File: config.mk
export PLATFORM = sky130hd
export DESIGN_NAME = pixel_buffer_reader_flat
export DESIGN_NICKNAME = d
export VERILOG_FILES = /design/src/rtl/pixel_buffer_reader_if.sv /design/src/rtl/pixel_buffer_reader.sv /design/src/flat_wrapper.sv
export SDC_FILE = /design/constraint.sdc
export NUM_CORES = 1
export LEC_CHECK = 0
export BUFFER_PORTS_ARGS = -buffer_cell sky130_fd_sc_hd__buf_2
export CORE_MARGIN = 4
export CORE_UTILIZATION = 30
export DETAILED_ROUTE_END_ITERATION = 7
export GPL_TIMING_DRIVEN = 1
export REMOVE_ABC_BUFFERS = 1
export SKIP_CTS_REPAIR_TIMING = 1
export SYNTH_ARGS = -nofsm -noshare
export SYNTH_HDL_FRONTEND = slang
export SYNTH_SLANG_ARGS = --single-unit
File: constraint.sdc
create_clock -name clk -period 3.05 [get_ports clk]
set_clock_uncertainty 0.1 [all_clocks]
set_input_delay 0.1525 -clock clk [delete_from_list [all_inputs] [get_ports clk]]
set_output_delay 0.1525 -clock clk [all_outputs]
set_load 0.005 [all_outputs]
File: src/rtl/pixel_buffer_reader_if.sv
// Bus bundle for the frame scan-out stage.
// Carries the RAM port-2 read master signals and the Avalon-ST video source.
// The reader takes the master view; the RAM/sink side takes the slave view.
interface pixel_buffer_reader_if #(
  parameter int DW = 8,
  parameter int AW = 19
);
  logic [AW-1:0] ram_address;
  logic          ram_chipselect;
  logic          ram_clken;
  logic          ram_write;
  logic [DW-1:0] ram_writedata;
  logic [DW-1:0] ram_readdata;
  logic [DW-1:0] st_data;
  logic          st_valid;
  logic          st_ready;
  logic          st_sop;
  logic          st_eop;

  modport master (
    output ram_address, ram_chipselect, ram_clken, ram_write, ram_writedata,
    input  ram_readdata,
    output st_data, st_valid, st_sop, st_eop,
    input  st_ready
  );

  modport slave (
    input  ram_address, ram_chipselect, ram_clken, ram_write, ram_writedata,
    output ram_readdata,
    input  st_data, st_valid, st_sop, st_eop,
    output st_ready
  );
endinterface

File: src/rtl/pixel_buffer_reader.sv
// Frame scan-out: reads the pixel RAM sequentially through port 2 and emits
// the pixels as an Avalon-ST stream with SOP on pixel 0 and EOP on the last
// pixel. A small show-ahead FIFO soaks up the one-cycle RAM latency and sink
// backpressure; a credit check (fill + in-flight < depth) keeps it from overflowing.
module pixel_buffer_reader #(
  parameter int H_RES      = 640,
  parameter int V_RES      = 480,
  parameter int DW         = 8,
  parameter int AW         = 19,
  parameter int FIFO_DEPTH = 4
) (
  input  logic                  clk,
  input  logic                  reset_n,
  input  logic                  enable,
  pixel_buffer_reader_if.master bus,
  output logic                  busy,
  output logic                  frame_done
);

  localparam int              NPIX     = H_RES * V_RES;
  localparam logic [AW-1:0]   LAST_IDX = AW'(NPIX - 1);
  localparam int              PW       = (FIFO_DEPTH > 1) ? $clog2(FIFO_DEPTH) : 1;
  localparam int              CW       = PW + 1;
  localparam logic [CW-1:0]   DEPTH_C  = CW'(FIFO_DEPTH);

  typedef enum logic [1:0] {
    IDLE  = 2'd0,
    FETCH = 2'd1,
    DRAIN = 2'd2
  } state_t;

  state_t        state;
  state_t        state_nxt;

  logic [AW-1:0] pix_idx;
  logic          issue;
  logic          inflight;
  logic          inflight_sop;
  logic          inflight_eop;

  logic [DW+1:0] fifo_mem [FIFO_DEPTH];
  logic [PW-1:0] wr_ptr;
  logic [PW-1:0] rd_ptr;
  logic [CW-1:0] fifo_count;
  logic          fifo_empty;
  logic          push;
  logic          pop;
  logic [DW+1:0] head;

  assign fifo_empty = (fifo_count == '0);
  assign head       = fifo_mem[rd_ptr];
  assign push       = inflight;
  assign pop        = !fifo_empty && bus.st_ready;
  assign issue      = (state == FETCH) && ((fifo_count + CW'(inflight)) < DEPTH_C);

  assign bus.ram_address    = pix_idx;
  assign bus.ram_chipselect = issue;
  assign bus.ram_clken      = issue;
  assign bus.ram_write      = 1'b0;
  assign bus.ram_writedata  = '0;

  assign bus.st_valid = !fifo_empty;
  assign bus.st_data  = fifo_empty ? '0 : head[DW+1:2];
  assign bus.st_sop   = !fifo_empty && head[1];
  assign bus.st_eop   = !fifo_empty && head[0];
  assign busy         = (state != IDLE);

  // State register for the fetch/drain sequencer.
  always_ff @(posedge clk or negedge reset_n) begin
    if (!reset_n) begin
      state <= IDLE;
    end else begin
      state <= state_nxt;
    end
  end

  // Next state: fetch a whole frame, then wait for its EOP to be taken before restarting or idling.
  always_comb begin
    state_nxt = state;
    case (state)
      IDLE:    if (enable) state_nxt = FETCH;
      FETCH:   if (issue && (pix_idx == LAST_IDX)) state_nxt = DRAIN;
      DRAIN:   if (frame_done) state_nxt = enable ? FETCH : IDLE;
      default: state_nxt = IDLE;
    endcase
  end

  // Pixel index, plus the tag of the read whose data returns next cycle.
  always_ff @(posedge clk or negedge reset_n) begin
    if (!reset_n) begin
      pix_idx      <= '0;
      inflight     <= 1'b0;
      inflight_sop <= 1'b0;
      inflight_eop <= 1'b0;
    end else begin
      inflight <= issue;
      if (issue) begin
        inflight_sop <= (pix_idx == '0);
        inflight_eop <= (pix_idx == LAST_IDX);
        pix_idx      <= (pix_idx == LAST_IDX) ? '0 : pix_idx + AW'(1);
      end
    end
  end

  // FIFO pointers and fill level; simultaneous push and pop leaves the level unchanged.
  always_ff @(posedge clk or negedge reset_n) begin
    if (!reset_n) begin
      wr_ptr     <= '0;
      rd_ptr     <= '0;
      fifo_count <= '0;
    end else begin
      if (push) wr_ptr <= wr_ptr + PW'(1);
      if (pop)  rd_ptr <= rd_ptr + PW'(1);
      case ({push, pop})
        2'b10:   fifo_count <= fifo_count + CW'(1);
        2'b01:   fifo_count <= fifo_count - CW'(1);
        default: fifo_count <= fifo_count;
      endcase
    end
  end

  // FIFO storage: returned RAM data with its SOP/EOP tag.
  always_ff @(posedge clk) begin
    if (push) fifo_mem[wr_ptr] <= {bus.ram_readdata, inflight_sop, inflight_eop};
  end

  // One-cycle pulse after the sink takes the EOP pixel.
  always_ff @(posedge clk or negedge reset_n) begin
    if (!reset_n) begin
      frame_done <= 1'b0;
    end else begin
      frame_done <= pop && head[0];
    end
  end

endmodule

File: src/flat_wrapper.sv
// flat-port wrapper written by rule: the top's interface ports become plain ports
module pixel_buffer_reader_flat 
#(
  parameter int H_RES      = 640,
  parameter int V_RES      = 480,
  parameter int DW         = 8,
  parameter int AW         = 19,
  parameter int FIFO_DEPTH = 4
)
  (clk, reset_n, enable, busy, frame_done, bus_ram_address, bus_ram_chipselect, bus_ram_clken, bus_ram_write, bus_ram_writedata, bus_ram_readdata, bus_st_data, bus_st_valid, bus_st_sop, bus_st_eop, bus_st_ready);
  pixel_buffer_reader_if #(.DW(DW), .AW(AW)) bus_i ();
  input  logic clk;
  input  logic reset_n;
  input  logic enable;
  output logic busy;
  output logic frame_done;
  output wire logic [$bits(bus_i.ram_address)-1:0] bus_ram_address;
  output wire logic [$bits(bus_i.ram_chipselect)-1:0] bus_ram_chipselect;
  output wire logic [$bits(bus_i.ram_clken)-1:0] bus_ram_clken;
  output wire logic [$bits(bus_i.ram_write)-1:0] bus_ram_write;
  output wire logic [$bits(bus_i.ram_writedata)-1:0] bus_ram_writedata;
  input wire logic [$bits(bus_i.ram_readdata)-1:0] bus_ram_readdata;
  output wire logic [$bits(bus_i.st_data)-1:0] bus_st_data;
  output wire logic [$bits(bus_i.st_valid)-1:0] bus_st_valid;
  output wire logic [$bits(bus_i.st_sop)-1:0] bus_st_sop;
  output wire logic [$bits(bus_i.st_eop)-1:0] bus_st_eop;
  input wire logic [$bits(bus_i.st_ready)-1:0] bus_st_ready;
  assign bus_ram_address = bus_i.ram_address;
  assign bus_ram_chipselect = bus_i.ram_chipselect;
  assign bus_ram_clken = bus_i.ram_clken;
  assign bus_ram_write = bus_i.ram_write;
  assign bus_ram_writedata = bus_i.ram_writedata;
  assign bus_i.ram_readdata = bus_ram_readdata;
  assign bus_st_data = bus_i.st_data;
  assign bus_st_valid = bus_i.st_valid;
  assign bus_st_sop = bus_i.st_sop;
  assign bus_st_eop = bus_i.st_eop;
  assign bus_i.st_ready = bus_st_ready;
  pixel_buffer_reader #(.H_RES(H_RES), .V_RES(V_RES), .DW(DW), .AW(AW), .FIFO_DEPTH(FIFO_DEPTH)) u_core (.clk(clk), .reset_n(reset_n), .enable(enable), .bus(bus_i), .busy(busy), .frame_done(frame_done));
endmodule
==> results.yml <==
setup_path:
  critPathRequiredTime_ns: 2.80
  reg2reg_to: "u_core.fifo_count[2]$_DFFE_PN0P_"
  start_kind: "flop"
  rrSetupSlack_ns: 0.76
  r2r-start: "u_core.fifo_count[1]$_DFFE_PN0P_"
  worst_r2r_path_depth: 8
  worstSetupPathType: "flop to primary output"
  critical-path-max-stage-delay_ns: 0.81
  slowest_stage: "dfrtp_1"
  worstPathArrival_ns: 2.05
  crit_chain: "mux4_2, and2_1, buf_2"
  crit_start: "u_core.rd_ptr[0]$_DFFE_PN0P_"
  critPathMaxFanout: 12
  endpoint_kind: "primary output"
synthesis:
  synth_area_leaders: "edfxtp_1 36%, dfrtp_1 24%, mux4_2 6.8%"
  ys_ff_latch: 72
  async_flop_share: 0.444
  avgSynthCellArea_um2: 13.7
  synth_area_leader_cell: "edfxtp_1"
  synth_common_cells: "40 x edfxtp_1, 32 x dfrtp_1, 15 x and2_1"
  syn_area_um2: 3330
  yosysSeqAreaShare: 0.601
  synth_ff_type: "edfxtp_1"
  synth_edf_count: 40
  yosys.area.top_type_share: 0.360
  yosysMostFrequentCell: "edfxtp_1"
  ys_warn_count: 0
  synth.distinct_cells: 45
  syn-instance-count: 244
power_and_ir_drop:
  total_leakage_power_nw: 1.62
  intPower_w: 0.00229
  combPwrFrac: 0.315
  ir_drop_uv: 386
  p_per_area_nw_per_um2: 868
  p_sw_frac: 0.335
  clkPwrFrac: 0.240
  netSwitchingPower_w: 0.00116
  p_seq_frac: 0.445
global_routing:
  antenna_found_initial: 0
  grt_max_degree: 33
  grt_pass1_vias: 2052
  grt_pass1_wl_mm: 11.0
  grt.total_usage: 0.111
  grt-ovfl-total: 0
detailed_routing:
  dr.pass1.iters: 4
  routedWlPerCell_um: 15.5
  ant_nets: 0
  vias_per_cell: 4.84
  drc_errors: 0
  drtIter0Drc: 104
  wl_mm: 6.94
  num_vias: 2162
place:
  routabilityCongestion: 0.831
  portBuffers: 45
  post_dp_cell_area_um2: 3650
  hpwl_mm: 4.71
outcome:
  outcome: "complete, no violations"
die:
  ios: 55
  core_um2: 10800
  fp.dieH_um: 113
  die_width_um: 113
  die-area_um2: 12900
  start_util: 0.307
  std_cell_rows: 38
sta:
  hold_viol: 0
  max_slew_margin: 0.509
  rsz0062_at_grt: "no"
  slew_viol_final: 0
  setup_viol: 0
  fin_crit_ns: 2.31
  max_freq_mhz: 434
  setup_tns_ns: 0
  min_period_over_period: 0.756
  worst_pin_slew_ns: 0.736
cts:
  htreeDepth: 3
  cts_root_buffer: "clkbuf_8"
  cts_num_sinks: 72
  clk_pin_slew_worst_paths_ns: 0.08
  tritoncts: "done"
  cts_buffer_depth: 2
  insertion_delay_ns: 0.34
  cts_buffers: 9
layout:
  diodes: 0
  layout.nets: 322
  design_area_um2: 3980
  area_delta_synth_final_pct: 19.3
  drive_above_1_share: 0.261
  fillers: 1057
flow_run:
  max_cap_viol_count: 0
min_path:
  holdCritPathClass: "input port to asynchronous set/reset pin"
## layer usage
metal  GRT usage  vias to the layer above  routed length (um)
li1            -                     1011                   -
met1       0.147                     1064                2980
met2       0.175                       78                3390
met3      0.0408                        9                 493
met4      0.0288                        0                  80
met5           0                        -                   0
## placed cells by master (no fill, tap or decap), types with 3 or more instances in the layout
cell           synthesis  routed
nor4_2                 5       5
nand3_1                5       5
dlygate4sd3_1          0      11
xor2_1                 9       9
nor3_1                 7       7
nand4_1                7       7
and2_1                15      15
nand2_1               13      13
xnor2_1                5       5
clkbuf_8               0       9
or4_1                  4       4
mux4_2                10      10
inv_1                 10      10
buf_2                  3      45
dfrtp_1               32      32
o21ai_0                7       7
nor2_1                 3       3
edfxtp_1              40      40
o31ai_1                6       6
conb_1                 1       9
a21oi_1                6       6
nand2b_1               3       3
and3_1                 6       6
ha_1                   7       7
## worst max-delay path, delay by kind of cell (launching register included)
family,cells,cell delay [ns]
mux,1,0.61
simple gates,1,0.17
flops,1,0.81
buf+inv,1,0.12
## sequential cells by signal, indices dropped and copies added (netlist names)
signal / count
u_core.rd_ptr: 2
u_core.wr_ptr: 2
u_core.state: 2
u_core.bus.ram_address: 19
u_core.frame_done: 1
u_core.fifo_mem: 40
u_core.inflight_eop: 1
u_core.fifo_count: 3
u_core.inflight: 1
u_core.inflight_sop: 1
## stage by stage
stage	power, W	setup slack, ns	std cells	hold WS, ns	utilization
floorplan	0.00218	0.430	234	-0.243	-
global placement	0.00261	0.830	420	0.154	0.336
detailed placement	0.00265	0.759	420	0.160	0.336
CTS	0.00349	0.679	436	-0.220	0.357
global route	0.00370	0.561	447	0.381	0.367
finish	0.00345	0.744	447	0.310	0.367
## cells by family (layout without fill, tap and decap cells)
kind of cell    Yosys count  count (layout)  synth area share
compound gates           26              26            0.0496
simple gates             82              82             0.155
flops                    72              72             0.601
xor+xnor                 14              14            0.0368
mux                      12              12            0.0736
fa+ha+maj                 8               8            0.0323
other cells               1               9           0.00113
buf+inv                  29              84            0.0507
## area by class of cell
type / count / area (um2) / share of cell area
Sequential cell: 72 / 2000 / 0.504
Multi-Input combinational cell: 151 / 1190 / 0.301
Timing Repair Buffer: 57 / 343 / 0.0862
Tap cell: 140 / 175 / 0.0441
Clock buffer: 10 / 128 / 0.0321
Clock inverter: 6 / 91.3 / 0.0230
Inverter: 11 / 41.3 / 0.0104
## power by group through the flow
| stage | combinational, W | clock [W] | sequential, W |
|---|---|---|---|
| after floorplan | 0.000693 | 0 | 0.00148 |
| after global placement | 0.00107 | 0 | 0.00154 |
| after detailed placement | 0.00109 | 0 | 0.00156 |
| after CTS | 0.00110 | 0.000853 | 0.00154 |
| after global routing | 0.00121 | 0.000903 | 0.00158 |
| final | 0.00109 | 0.000829 | 0.00153 |
## worst max path at each step
| stage | slack, ns | end | cells after the start |
|---|---|---|---|
| 2_1_floorplan | 0.43 | u_core.bus.ram_address[1]$_DFFE_PN0P_ | 5 |
| 6_report | 0.74 | bus_st_eop | 3 |
| 3_5_place_dp | 0.76 | u_core.fifo_count[1]$_DFFE_PN0P_ | 6 |
| 4_1_cts | 0.68 | bus_st_eop | 3 |
| 3_3_place_gp | 0.83 | u_core.fifo_count[2]$_DFFE_PN0P_ | 8 |
| 5_1_grt | 0.56 | bus_st_eop | 3 |
(Power assumes the default switching activity.)
